$ cat src/rtl/seq_mod3_encoder.sv
// Serial mod-3 frame encoder.
// Accepts a DATA_W-bit payload over valid/ready and shifts it out MSB-first on
// `data`, followed by two check bits. The check bits make every frame value
// (payload*4 + check) divisible by 3. Idle bits are 0.
module seq_mod3_encoder #(
  parameter int DATA_W = 8
) (
  input  logic              clk,
  input  logic              rst_n,
  input  logic              in_valid,
  input  logic [DATA_W-1:0] in_data,
  output logic              in_ready,
  input  logic              tx_en,
  output logic              data,
  output logic              data_valid,
  output logic              frame_start,
  output logic              frame_end
);

  localparam int CW = $clog2(DATA_W);

  typedef enum logic [1:0] {
    S_IDLE,
    S_DATA,
    S_CHK0,
    S_CHK1
  } state_t;

  state_t            state_q, state_d;
  logic [DATA_W-1:0] shreg_q, shreg_d;
  logic [CW-1:0]     cnt_q, cnt_d;
  logic [1:0]        res_q, res_d;
  logic              data_d, data_valid_d, frame_start_d, frame_end_d;
  logic              capture;

  // Residue of (2r + b) mod 3 for r in 0..2; the result never reaches 3.
  function automatic logic [1:0] res_step(input logic [1:0] r, input logic b);
    case (r)
      2'd0:    return {1'b0, b};
      2'd1:    return b ? 2'd0 : 2'd2;
      default: return b ? 2'd2 : 2'd1;
    endcase
  endfunction

  // Ready while idle (independent of tx_en) or while the final check bit
  // leaves on an advancing edge, which lets frames run back to back.
  always_comb begin
    case (state_q)
      S_IDLE:  in_ready = 1'b1;
      S_CHK1:  in_ready = tx_en;
      default: in_ready = 1'b0;
    endcase
  end

  assign capture = in_valid & in_ready;

  // Next-state and next-output logic; everything holds unless captured or advanced.
  always_comb begin
    state_d       = state_q;
    shreg_d       = shreg_q;
    cnt_d         = cnt_q;
    res_d         = res_q;
    data_d        = data;
    data_valid_d  = data_valid;
    frame_start_d = frame_start;
    frame_end_d   = frame_end;

    if (capture) begin
      state_d       = S_DATA;
      shreg_d       = in_data;
      cnt_d         = CW'(DATA_W - 1);
      res_d         = {1'b0, in_data[DATA_W-1]};
      data_d        = in_data[DATA_W-1];
      data_valid_d  = 1'b1;
      frame_start_d = 1'b1;
      frame_end_d   = 1'b0;
    end else if (tx_en) begin
      case (state_q)
        S_DATA: begin
          frame_start_d = 1'b0;
          if (cnt_q == '0) begin
            // res_q already covers the LSB: check = (3 - r) mod 3, MSB first.
            state_d = S_CHK0;
            data_d  = (res_q == 2'd1);
          end else begin
            // The register shifts left so the next bit is always at DATA_W-2.
            cnt_d   = cnt_q - CW'(1);
            shreg_d = shreg_q << 1;
            data_d  = shreg_q[DATA_W-2];
            res_d   = res_step(res_q, shreg_q[DATA_W-2]);
          end
        end
        S_CHK0: begin
          state_d     = S_CHK1;
          data_d      = (res_q == 2'd2);
          frame_end_d = 1'b1;
        end
        S_CHK1: begin
          state_d      = S_IDLE;
          data_d       = 1'b0;
          data_valid_d = 1'b0;
          frame_end_d  = 1'b0;
        end
        default: begin
        end
      endcase
    end
  end

  // State, payload, residue and registered serial outputs.
  always_ff @(posedge clk or negedge rst_n) begin
    if (!rst_n) begin
      state_q     <= S_IDLE;
      shreg_q     <= '0;
      cnt_q       <= '0;
      res_q       <= '0;
      data        <= 1'b0;
      data_valid  <= 1'b0;
      frame_start <= 1'b0;
      frame_end   <= 1'b0;
    end else begin
      state_q     <= state_d;
      shreg_q     <= shreg_d;
      cnt_q       <= cnt_d;
      res_q       <= res_d;
      data        <= data_d;
      data_valid  <= data_valid_d;
      frame_start <= frame_start_d;
      frame_end   <= frame_end_d;
    end
  end

endmodule

$ cat config.mk
export PLATFORM = sky130hd
export DESIGN_NAME = seq_mod3_encoder
export DESIGN_NICKNAME = d
export VERILOG_FILES = /design/src/rtl/seq_mod3_encoder.sv
export SDC_FILE = /design/constraint.sdc
export NUM_CORES = 1
export LEC_CHECK = 0
export BUFFER_PORTS_ARGS = -buffer_cell sky130_fd_sc_hd__buf_2
export CAP_MARGIN = 20
export CELL_PAD_IN_SITES_DETAIL_PLACEMENT = 1
export CELL_PAD_IN_SITES_GLOBAL_PLACEMENT = 2
export CORE_MARGIN = 4
export CORE_UTILIZATION = 30
export DETAILED_ROUTE_END_ITERATION = 8
export PLACE_DENSITY_LB_ADDON = 0.1
export SYNTH_ARGS = -nofsm -noshare
export SYNTH_HDL_FRONTEND = slang
export SYNTH_SLANG_ARGS = --single-unit
$ cat constraint.sdc
create_clock -name clk -period 1.4 [get_ports clk]
set_input_delay 0 -clock clk [delete_from_list [all_inputs] [get_ports clk]]
set_output_delay 0 -clock clk [all_outputs]
set_load 0.005 [all_outputs]
### Yosys cells after proc, flatten, opt, wreduce, memory -nomap -nowiden

Cells that the tools add are included.

| operators by class | value |
|---|---|
| add/sub/neg operators | 1 |
| eq/ne operators | 7 |
| mux-type cells | 33 |
| bitwise operators | 1 |
| reduce and logical (&&, ||, !) cells | 14 |

Operator list:

| cell | count |
|---|---|
| $mux W7 | 4 |
| $mux W2 | 9 |
| $mux W3 | 4 |
| $mux W1 | 11 |
| $reduce_and A2 Y1 | 4 |
| $eq A2 B2 Y1 const B | 3 |
| $pmux W2 S3 | 1 |
| $reduce_and A3 Y1 | 2 |
| $reduce_bool A2 Y1 | 3 |
| $eq A2 B1 Y1 const B | 2 |
| $logic_not A2 Y1 | 2 |
| $pmux W1 S2 | 2 |
| $pmux W2 S2 | 1 |
| $reduce_bool A4 Y1 | 1 |
| $logic_not A3 Y1 | 1 |
| $ne A3 B3 Y1 const B | 1 |
| $pmux W1 S3 | 1 |
| $reduce_bool A3 Y1 | 1 |
| $sub A3 B1 Y3 const B | 1 |
| $ne A2 B2 Y1 const B | 1 |
| $and A1 B1 Y1 | 1 |

| storage, ports and cells | value |
|---|---|
| register bits after elaboration | 18 |
| input bits | 12 |
| output and inout port bits | 5 |
| logic and storage cells | 64 |

### Logic depth before layout (Yosys ltp)

Gate-level depths: netlist (run 1).

| logic depth | value |
|---|---|
| word-level depth | 6 |
| gate-level depth with buffers | 7 |
| gate-level depth less buffers | 6 |

### Worst setup path before layout (run 1)

Ideal clock, no wire load.

| timing | value |
|---|---|
| path kind | register to register |
| start point | register state_q[0] |
| end point | register state_q[1] |
| library setup time | 0.094 ns |
| arrival | 1.352 ns |
| required time | 1.306 ns |
| path slack | -0.046 ns |
| cell stages (with the launch flop) | 6 |
| buffers on the path | 0 |
| clock period less this slack | 1.446 ns |
| cell sequence | dfrtp_1 -> inv_1 -> ha_1 -> o21a_1 -> a21boi_2 -> a211oi_1 |

| on the way | value |
|---|---|
| cells in the longest elaborated chain, start to end | 5 |
| elaborated cells between the ends (all ways) | 13 |
| classes of those cells | eq/ne: 4; mux: 4; bitwise: 1; reduce/logical: 4 |

Ends and longest elaborated chain:

| what | line | source |
|---|---|---|
| from (decl) | 29 | `state_t state_q, state_d;` |
| from (signal assigned) | 122 | `state_q <= state_d;` |
| $eq A2 B2 Y1 or $logic_not A2 Y1 (tied branches) | 48, 78 |  |
| $pmux W1 S2 | 48 | `case (state_q)` |
| $and A1 B1 Y1 | 55 | `assign capture = in_valid & in_ready;` |
| $ne A3 B3 Y1 (no line), or another cell as far along | - |  |
| $reduce_and A3 Y1 (no line) | - |  |

Parallel ways exist; a longest one is shown, timed or not. The select of a mux whose other input is x is not followed.
A chain may end at the register's enable or synchronous reset.

### Worst setup path after layout (run 1)

| timing | value |
|---|---|
| start point | register state_q[1] |
| end point | register data |

| on the way | value |
|---|---|
| cells in the longest elaborated chain, start to end | 5 |
| elaborated cells between the ends (all ways) | 12 |
| classes of those cells | eq/ne: 3; mux: 4; bitwise: 1; reduce/logical: 4 |

Ends and longest elaborated chain:

| what | line | source |
|---|---|---|
| $eq A2 B2 Y1 or $logic_not A2 Y1 (tied branches) | 48, 78 |  |
| $pmux W1 S2 | 48 |  |
| $and A1 B1 Y1 | 55 |  |
| $reduce_bool A4 Y1 (no line) or $reduce_bool A2 Y1 (tied branches) | - |  |
| $reduce_and A2 Y1 (no line) | - |  |
| to (signal assigned) | 126 | `data <= data_d;` |
| to (decl) | 14 | `output logic data,` |

Parallel ways exist; a longest one is shown, timed or not. The select of a mux whose other input is x is not followed.

==> flow_summary.json, run 1 <==
{
  "drv_cap": 0,
  "clock-sinks": 18,
  "hold_path_class": "input pin to flop",
  "relSlewSlack_pct": 70.8,
  "syn-cell-area_sq_um": 972,
  "grt_pass1_vias": 890,
  "violations": "setup timing",
  "worstPathRequired_ns": 1.62,
  "clock_latency_ns": 0.30,
  "root_buffer": "clkbuf_4",
  "nFillCells": 361,
  "final_cells": 180,
  "cp.arrival_ns": 1.69,
  "cp_slowest_cell": "dfrtp_2",
  "worst-path-stages": 6,
  "synth-simple-area-share_pct": 15.8,
  "yosys.area.top_type": "dfrtp_1",
  "finalMaxSlewViolations": 0,
  "synthToLayoutAreaGrowth_pct": 46.7,
  "hold_viol": 0,
  "drt-initial-drc-count": 8,
  "antenna_found_initial": 0,
  "start_util_pct": 31.6,
  "crit_fanout": 3,
  "clock.fmax_mhz": 679,
  "synth_seq_cells": 18,
  "setup_tns_ns": -0.173,
  "ff2ff_path_depth": 6,
  "grt_max_degree": 21,
  "slowest_delay_ns": 0.46,
  "p_per_area_nw_per_um2": 1990,
  "multi_input_area_sq_um": 551,
  "grt_overflow": 0,
  "post-route-period-util_pct": 105,
  "synth_compound_area_share_pct": 12.5,
  "r2r_setup_slack_ns": -0.07,
  "io_pins": 17,
  "dp_hpwl_microns": 1620,
  "cp_top_family": "compound AO/OA/AOI/OAI gates",
  "outcome": "finished with violations",
  "drt_pass1_iterations": 2,
  "yosysWarnings": 0,
  "io_buffers": 16,
  "drcViolationCount": 0,
  "post-place-cells": 165,
  "fp.dieW_microns": 64.9,
  "synthXorXnorAreaFrac_pct": 1.80,
  "startpoint_type": "flop",
  "seq_area_frac_synth_pct": 46.3,
  "synth.area.mux_share_pct": 10.4,
  "cp-end-kind": "flop",
  "netlist_instances": 95,
  "synth.avg_cell_area_sq_um": 10.2,
  "rsz0062_at_grt": "true",
  "globalplace.congestion": 0.750,
  "irDropWorstVdd_mv": 0.728,
  "vias": 819,
  "finalClockSkew_ns": 0.00294,
  "regArea_sq_um": 453,
  "worstSetupPathType": "flop to flop",
  "clkTransAtPathRegs_ns": 0.11,
  "cts_buffers": 3,
  "antenna_left": 0,
  "power_leakage_nw": 0.693,
  "worst_slew_pin_slew_ns": 0.438,
  "fp-row-count": 20,
  "synth.area.top_cells": "dfrtp_1 46%, mux2i_1 9.3%, ha_1 9.0%",
  "grt_first_pass_wirelength_microns": 4220,
  "synth_top_area_share_pct": 46.3,
  "cp_cell_sequence": "inv_2 > ha_4 > o21a_1 > buf_4 > o311a_1 > o31ai_2",
  "drive_gt1_share_pct": 39.7,
  "die_y_microns": 64.9,
  "wl_per_cell_microns": 13.0,
  "dieArea_sq_um": 4220,
  "final_nets": 156,
  "core_sq_um": 3080,
  "h-tree-depth": 1,
  "setup_viol": 11,
  "clk_path_buf_depth": 2,
  "min_period_ns": 1.47,
  "synth_top_family_by_area": "simple AND/OR/NAND/NOR gates",
  "syn_nets": 114,
  "viasPerCell": 4.55,
  "num_antenna_cells": 0,
  "synthDistinctLibCells": 26,
  "min_path_cells": 2,
  "path_buf_inv": 2,
  "drt_wl_total_microns": 2350,
  "synthAdderAreaFrac_pct": 9.01,
  "cts_tree": "done",
  "grt_usage_pct": 12.8,
  "p_total_mw": 2.84,
  "setup_ws_ns": -0.0719
}
## cell usage after synthesis
library cell / number
ha_1: 7
o21ai_0: 8
buf_2: 2
o21a_1: 1
nor2_1: 5
a21boi_2: 1
buf_4: 2
a211oi_1: 2
nand3b_1: 1
nand4b_1: 1
xnor2_1: 1
nor2b_1: 1
nand2_1: 20
o211ai_1: 2
xor2_1: 1
nand4_1: 1
inv_1: 4
nor3b_2: 1
o311a_1: 1
a21oi_1: 2
mux2_2: 1
mux2i_1: 9
o31ai_2: 1
nand3_1: 1
nand2b_4: 1
dfrtp_1: 18
## through the flow
step / utilization (%) / hold WS, ns / cell area (sq um) / setup WS (ns)
after detailed placement: 39.7 / -0.0307 / 1220 / -0.139
final: 46.3 / 0.0260 / 1430 / -0.0719
after CTS: 45.8 / 0.0103 / 1410 / -0.0428
after floorplan: - / -0.296 / 995 / -0.0108
after global placement: 39.7 / -0.0307 / 1220 / -0.0836
after global routing: 46.3 / 0.0179 / 1430 / -0.152
## layer usage
layer | global-route usage (%) | vias up | wire [microns]
met5 | 0 | - | 0
met4 | 1.58 | 0 | 4
met3 | 3.81 | 2 | 81
met2 | 21.8 | 11 | 1190
met1 | 16.3 | 398 | 1070
li1 | - | 408 | -
## sequential cells by signal (all words and copies together) (netlist names)
register / count
cnt_q: 3
data: 1
data_valid: 1
frame_end: 1
frame_start: 1
res_q: 2
shreg_q: 7
state_q: 2
## cell usage in the layout, fill, tap and decap left out, types with 2 or more instances in the layout
cell,instances
dfrtp_2,2
dlygate4sd3_1,10
ha_1,2
buf_4,11
o211ai_1,2
clkbuf_4,3
buf_2,16
ha_4,3
mux2i_1,9
nand2_1,19
inv_2,3
ha_2,2
a211oi_1,2
nor2_1,4
buf_6,3
o21ai_0,8
dfrtp_1,16
## path summary, 6_finish.rpt
check,from,to
max,state_q[1],data
min,tx_en,frame_end
max reg2reg,state_q[1],data
min reg2reg,frame_start,frame_start
max in group asynchronous,rst_n,state_q[0]
min in group asynchronous,rst_n,data_valid
## report_power, final
part           internal [mW]  switching (mW)  total (mW)  leakage, nW
Sequential             0.766           0.180       0.946        0.216
Combinational          0.852           0.712        1.56        0.457
Clock                  0.159           0.176       0.334       0.0210
## layout make-up
| class | instances | area share [%] |
|---|---|---|
| inverters | 4 | 1.05 |
| clock buffers | 4 | 2.54 |
| multi-input cells | 69 | 38.6 |
| flip-flops and latches | 18 | 31.8 |
| well taps | 44 | 3.86 |
| repair buffers | 41 | 22.2 |
## logic make-up after synthesis
family	count (synthesis)
simple gates	32
compound gates	18
flops	18
mux	10
buf+inv	8
fa+ha+maj	7
xor+xnor	2
## repair_timing
item | CTS | global route
endpoints found under the hold margin | 31 | 0
hold buffers | 10 | 0
resized for setup | 13 | 5
setup endpoints to repair | 18 | 15
pin swaps | 4 | 1
buffers inserted | 1 | 0
Note: power is estimated with default switching activity, not from simulation.
==> run 2, diff against run 1 <==
--- a/config.mk
+++ b/config.mk
@@ -5,12 +5,12 @@
 export SDC_FILE = /design/constraint.sdc
 export NUM_CORES = 1
 export LEC_CHECK = 0
+export ABC_AREA = 1
 export BUFFER_PORTS_ARGS = -buffer_cell sky130_fd_sc_hd__buf_2
-export CAP_MARGIN = 20
 export CELL_PAD_IN_SITES_DETAIL_PLACEMENT = 1
 export CELL_PAD_IN_SITES_GLOBAL_PLACEMENT = 2
 export CORE_MARGIN = 4
-export CORE_UTILIZATION = 30
+export CORE_UTILIZATION = 29
 export DETAILED_ROUTE_END_ITERATION = 8
 export PLACE_DENSITY_LB_ADDON = 0.1
 export SYNTH_ARGS = -nofsm -noshare
==> run 2 against run 1 <==
The flow still finishes with violations (setup timing). Sequential power is 3.2% lower. Clock power down 22%. Combinational power rose by 30%. Power grew 13%. Final cell count grew 20%. Largest cell class unchanged.
==> flow_summary.json, run 2 <==
{
  "synthToLayoutAreaGrowth_pct": 51.0,
  "viasPerCell": 4.39,
  "fp.dieW_microns": 67.2,
  "irDropWorstVdd_mv": 0.738,
  "drt_pass1_iterations": 4,
  "synth.area.top_cells": "dfrtp_1 44%, nand2_1 12%, nand3_1 9.4%",
  "synthXorXnorAreaFrac_pct": 0,
  "synth.avg_cell_area_sq_um": 8.33,
  "largest_register": "shreg_q",
  "synth-main-ff-cell": "dfrtp_1",
  "final_common_cell": "nand2_1",
  "finalMaxSlewViolations": 0,
  "p_per_area_nw_per_um2": 2090,
  "setup_tns_ns": -0.401,
  "worstSetupPathType": "flop to flop",
  "synth.area.mux_share_pct": 0,
  "rsz0062_at_grt": "true",
  "setup_viol": 14,
  "ff2ff_path_depth": 9,
  "clock.fmax_mhz": 683,
  "finalClockSkew_ns": 0.00208,
  "dieArea_sq_um": 4510,
  "synth_seq_cells": 18,
  "clk_path_buf_depth": 2,
  "clock-sinks": 18,
  "io_buffers": 16,
  "largest_registers": "shreg_q (7), cnt_q (3)",
  "crit_fanout": 8,
  "grt_max_degree": 19,
  "grt_overflow": 0,
  "min_path_cells": 5,
  "synthAdderAreaFrac_pct": 8.62,
  "fp-row-count": 21,
  "final_nets": 191,
  "min_period_ns": 1.46,
  "worstPathRequired_ns": 1.59,
  "crit_top_cell": "nand3_4",
  "synthArstFlopShare_pct": 100,
  "outcome": "finished with violations",
  "syn-cell-area_sq_um": 1020,
  "p_total_mw": 3.21,
  "synth_top_family_by_area": "simple AND/OR/NAND/NOR gates",
  "cts_buffers": 3,
  "clkTransAtPathRegs_ns": 0.10,
  "regArea_sq_um": 450,
  "relSlewSlack_pct": 69.1,
  "num_antenna_cells": 0,
  "yosysWarnings": 0,
  "startpoint_type": "flop",
  "clock_latency_ns": 0.29,
  "start_util_pct": 30.2,
  "drcViolationCount": 0,
  "synth_top_area_share_pct": 44.3,
  "grt_usage_pct": 14.9,
  "nFillCells": 420,
  "synth-simple-area-share_pct": 31.5,
  "hold_path_class": "input pin to flop",
  "antenna_found_initial": 0,
  "antenna_left": 0,
  "cp-end-kind": "flop",
  "slowest_delay_ns": 0.42,
  "syn_nets": 141,
  "root_buffer": "clkbuf_4",
  "io_pins": 17,
  "die_y_microns": 67.2,
  "yosysMostFrequentCell": "nand2_1",
  "multi_input_area_sq_um": 579,
  "largest_reg_flops": 7,
  "grt_pass1_vias": 1054,
  "drt-initial-drc-count": 19,
  "violations": "setup timing",
  "core_sq_um": 3360,
  "synthDistinctLibCells": 20,
  "drv_cap": 0,
  "yosys-top-cells-count": "33 x nand2_1, 19 x nand3_1, 18 x dfrtp_1",
  "wl_per_cell_microns": 13.2,
  "power_leakage_nw": 0.774,
  "post-route-period-util_pct": 105,
  "synth_compound_area_share_pct": 7.64,
  "vias": 948,
  "synth_edf_count": 0,
  "dp_hpwl_microns": 2050,
  "worst_slew_pin_slew_ns": 0.463,
  "layout_common_cells": "26 x nand2_1, 18 x nand3_1, 18 x dfrtp_1, 18 x buf_4, 16 x buf_2",
  "h-tree-depth": 1,
  "cp.arrival_ns": 1.65,
  "grt_first_pass_wirelength_microns": 4980,
  "setup_ws_ns": -0.0639,
  "globalplace.congestion": 0.800,
  "cp_cell_sequence": "inv_2 > ha_4 > inv_4 > nand3_4 > nand3_4 > buf_6 > nand2_4 > nand2_1 > o21ai_1",
  "seq_area_frac_synth_pct": 44.3,
  "drive_gt1_share_pct": 42.4,
  "hold_viol": 0,
  "cp_slowest_cell": "dfrtp_1",
  "cts_tree": "done",
  "hold_ws_ns": 0.0751,
  "drt_wl_total_microns": 2850,
  "netlist_instances": 122,
  "yosys.area.top_type": "dfrtp_1"
}
-- run 2: cell types whose count changed in the layout (fill, tap and decap cells not counted), sizes merged, moves of 2 or more --
cell	delta
nand2	+17
dlygate4sd3	-2
inv	+12
nand3	+21
a21oi	+3
buf	+7
mux2i	-9
a211oi	-2
o21ai	-3
-- run 2: path summary, 6_finish.rpt --
path                            slack (ns)  startpoint         end
worst max-delay path                 -0.06  state_q[0]  state_q[1]
worst min-delay path                  0.08  in_data[7]        data
worst max register to register       -0.06  state_q[0]  state_q[1]
worst min register to register        0.49  data_valid  data_valid
max in group asynchronous             0.90       rst_n  shreg_q[3]
min in group asynchronous             0.19       rst_n        data
-- run 2: area by class of cell --
type | count | share of cell area [%]
flip-flops and latches | 18 | 29.4
clock buffers | 3 | 1.47
inverters | 17 | 5.46
well taps | 46 | 3.75
repair buffers | 46 | 22.2
multi-input cells | 86 | 37.8
-- run 2: per-stage QoR --
step | cell area [sq um] | std cells | setup WS [ns] | util (%)
after global placement | 1280 | 200 | -0.0766 | 38.1
after detailed placement | 1280 | 200 | -0.127 | 38.1
after global routing | 1530 | 216 | -0.168 | 45.6
final | 1530 | 216 | -0.0639 | 45.6
after floorplan | 1030 | 122 | 0.00676 | -
after CTS | 1460 | 214 | -0.0710 | 43.4
-- run 2: what timing repair did --
action	in CTS	in global routing
hold buffers	8	0
buffers inserted	3	3
endpoints found under the hold margin	25	0
endpoints found under the setup margin	17	19
cloned	0	0
gates resized for setup	17	17
pin swaps	8	2
-- run 2: kinds of logic (layout without fill, tap and decap cells) --
| group | Yosys count | count (layout) |
|---|---|---|
| flip-flops | 18 | 18 |
| buffers and inverters | 18 | 66 |
| AND/OR/NAND/NOR | 66 | 66 |
| adder cells (fa/ha/maj) | 7 | 7 |
| AO/OA/AOI/OAI | 13 | 13 |
-- run 2: per-layer routing --
layer  global-route usage (%)  wire [microns]  vias to the layer above  part of all wire [%]
li1                         -               -                      489                     -
met1                     19.3            1350                      442                    48
met2                     26.4            1410                       15                    50
met3                     2.66              72                        2                   2.5
met4                     2.28              10                        0                  0.35
met5                        0               0                        -                     0
-- run 2: where the power goes --
part | internal [mW] | total (mW) | switching [mW]
Clock | 0.0999 | 0.259 | 0.159
Sequential | 0.765 | 0.916 | 0.151
Combinational | 0.972 | 2.03 | 1.06
Total | 1.84 | 3.21 | 1.37
-- run 2: worst max-delay path: cells and delay by family (launching register included) --
kind / cells / cell delay (ns)
compound gates: 1 / 0.05
buf+inv: 3 / 0.25
simple gates: 4 / 0.38
flops: 1 / 0.42
fa+ha+maj: 1 / 0.25
==> run 3, diff against run 2 <==
--- a/config.mk
+++ b/config.mk
@@ -10,7 +10,7 @@
 export CELL_PAD_IN_SITES_DETAIL_PLACEMENT = 1
 export CELL_PAD_IN_SITES_GLOBAL_PLACEMENT = 2
 export CORE_MARGIN = 4
-export CORE_UTILIZATION = 29
+export CORE_UTILIZATION = 34
 export DETAILED_ROUTE_END_ITERATION = 8
 export PLACE_DENSITY_LB_ADDON = 0.1
 export SYNTH_ARGS = -nofsm -noshare
==> constraint.sdc (replaced) <==
create_clock -name clk -period 1.8 [get_ports clk]
set_input_delay 0 -clock clk [delete_from_list [all_inputs] [get_ports clk]]
set_output_delay 0 -clock clk [all_outputs]
set_load 0.005 [all_outputs]
==> run 3 against run 2 <==
The flow now finishes without violations. Clock power about the same. Combinational power is 49% lower. Power fell by 38%. Routed wire length fell by 18%. Die area is 13% lower. Critical endpoint is now shreg_q[0]. Largest cell class unchanged.
==> flow_summary.json, run 3 (synthesis gave the netlist of run 2 again) <==
{
  "outcome": "complete, no violations",
  "worst_slew_pin_slew_ns": 0.432,
  "setup_viol": 0,
  "io_buffers": 16,
  "hold_path_class": "input pin to flop",
  "clk_path_buf_depth": 2,
  "largest_reg_flops": 7,
  "min_period_ns": 1.65,
  "clock_latency_ns": 0.30,
  "cts_buffers": 3,
  "slowest_delay_ns": 0.44,
  "cp_cell_sequence": "inv_1 > ha_1 > inv_1 > nand3_4 > nand2_4 > inv_2 > a22o_1",
  "io_pins": 17,
  "relSlewSlack_pct": 71.2,
  "setup_ws_ns": 0.148,
  "drv_cap": 0,
  "finalMaxSlewViolations": 0,
  "final_common_cell": "nand2_1",
  "cp_slowest_cell": "dfrtp_1",
  "irDropWorstVdd_mv": 0.554,
  "antenna_found_initial": 0,
  "largest_registers": "shreg_q (7), cnt_q (3)",
  "dieArea_sq_um": 3930,
  "dp_hpwl_microns": 1770,
  "clock.fmax_mhz": 605,
  "grt_busiest_layer": "met2",
  "wl_per_cell_microns": 12.7,
  "cp_top_family": "flip-flops",
  "worstSetupPathType": "flop to flop",
  "grt_usage_pct": 13.0,
  "place_worst_setup_slack_ns": 0.107,
  "crit_fanout": 12,
  "power_leakage_nw": 0.686,
  "grtUsageMet2_pct": 21.4,
  "viasPerCell": 4.79,
  "grt_pass1_vias": 937,
  "finalClockSkew_ns": 0.00563,
  "die_y_microns": 62.7,
  "core_sq_um": 2810,
  "post-route-period-util_pct": 91.8,
  "fp-row-count": 19,
  "hold_viol": 0,
  "setup_tns_ns": 0,
  "grt_overflow": 0,
  "num_antenna_cells": 0,
  "grt_max_degree": 19,
  "drive_gt1_share_pct": 24.0,
  "layout_common_cells": "33 x nand2_1, 19 x nand3_1, 18 x dfrtp_1",
  "h-tree-depth": 1,
  "grtUsageMet1_pct": 17.7,
  "nFillCells": 351,
  "clock-sinks": 18,
  "cp-end-kind": "flop",
  "crit_top_cell": "inv_1",
  "grt_first_pass_wirelength_microns": 4230,
  "final_core_util_pct": 45.6,
  "drt-initial-drc-count": 25,
  "final_nets": 174,
  "vias": 887,
  "rsz0062_at_grt": "false",
  "clkTransAtPathRegs_ns": 0.11,
  "start_util_pct": 36.2,
  "p_per_area_nw_per_um2": 1560,
  "drt_pass1_iterations": 3,
  "startpoint_type": "flop",
  "drt_wl_total_microns": 2350,
  "path_buf_inv": 3,
  "cp.arrival_ns": 1.85,
  "r2r_setup_slack_ns": 0.15,
  "antenna_left": 0,
  "synthToLayoutAreaGrowth_pct": 26.0,
  "grt_use_met3_pct": 2.70,
  "cts_tree": "done",
  "fp.dieW_microns": 62.7,
  "worstPathRequired_ns": 2.00,
  "globalplace.congestion": 0.763,
  "drcViolationCount": 0,
  "largest_register": "shreg_q",
  "root_buffer": "clkbuf_4"
}
-- run 3: tightest hold or removal path, stage by stage --
cell,delay [ns]
buf_2,0.08
nand3_1,0.11
nand3_1,0.10
-- run 3: through the flow --
step	hold slack, ns	cell area [sq um]	std cells	power, mW
finish	0.0198	1280	185	2.00
global route	0.0346	1280	185	2.22
CTS	0.0187	1250	181	1.98
detailed placement	-0.0288	1130	169	1.71
global placement	-0.0289	1130	169	1.67
floorplan	-0.296	1020	122	1.43
-- run 3: cell type report --
cell class / instances / area (sq um) / share of cell area, %
repair buffers: 29 / 198 / 15.4
flip-flops and latches: 18 / 450 / 35.2
clock buffers: 4 / 36.3 / 2.83
multi-input cells: 86 / 488 / 38.1
inverters: 17 / 68.8 / 5.38
well taps: 31 / 38.8 / 3.03
-- run 3: worst paths after layout --
check	start	to	cells past startpoint
hold reg to reg	shreg_q[5]	shreg_q[5]	2
max in group asynchronous	rst_n	shreg_q[2]	2
setup reg to reg	state_q[0]	shreg_q[0]	7
min in group asynchronous	rst_n	data	2
setup / recovery	state_q[0]	shreg_q[0]	7
hold / removal	in_data[7]	res_q[0]	3
-- run 3: what timing repair did --
| item | CTS | global route |
|---|---|---|
| endpoints found under the setup margin | 0 | 7 |
| setup buffers | 0 | 4 |
| endpoints found under the hold margin | 25 | 0 |
| resized for setup | 0 | 2 |
| hold buffers | 8 | 0 |
-- run 3: routing by layer --
layer,vias up,share of wire (%)
li1,455,-
met1,420,49
met2,12,48
met3,0,2.7
met4,0,0
met5,-,0
-- run 3: power by group --
group | internal, mW | leakage [nW] | total [mW] | switching (mW)
registers | 0.595 | 0.215 | 0.715 | 0.120
clock network | 0.123 | 0.0210 | 0.258 | 0.135
logic | 0.422 | 0.451 | 1.03 | 0.604
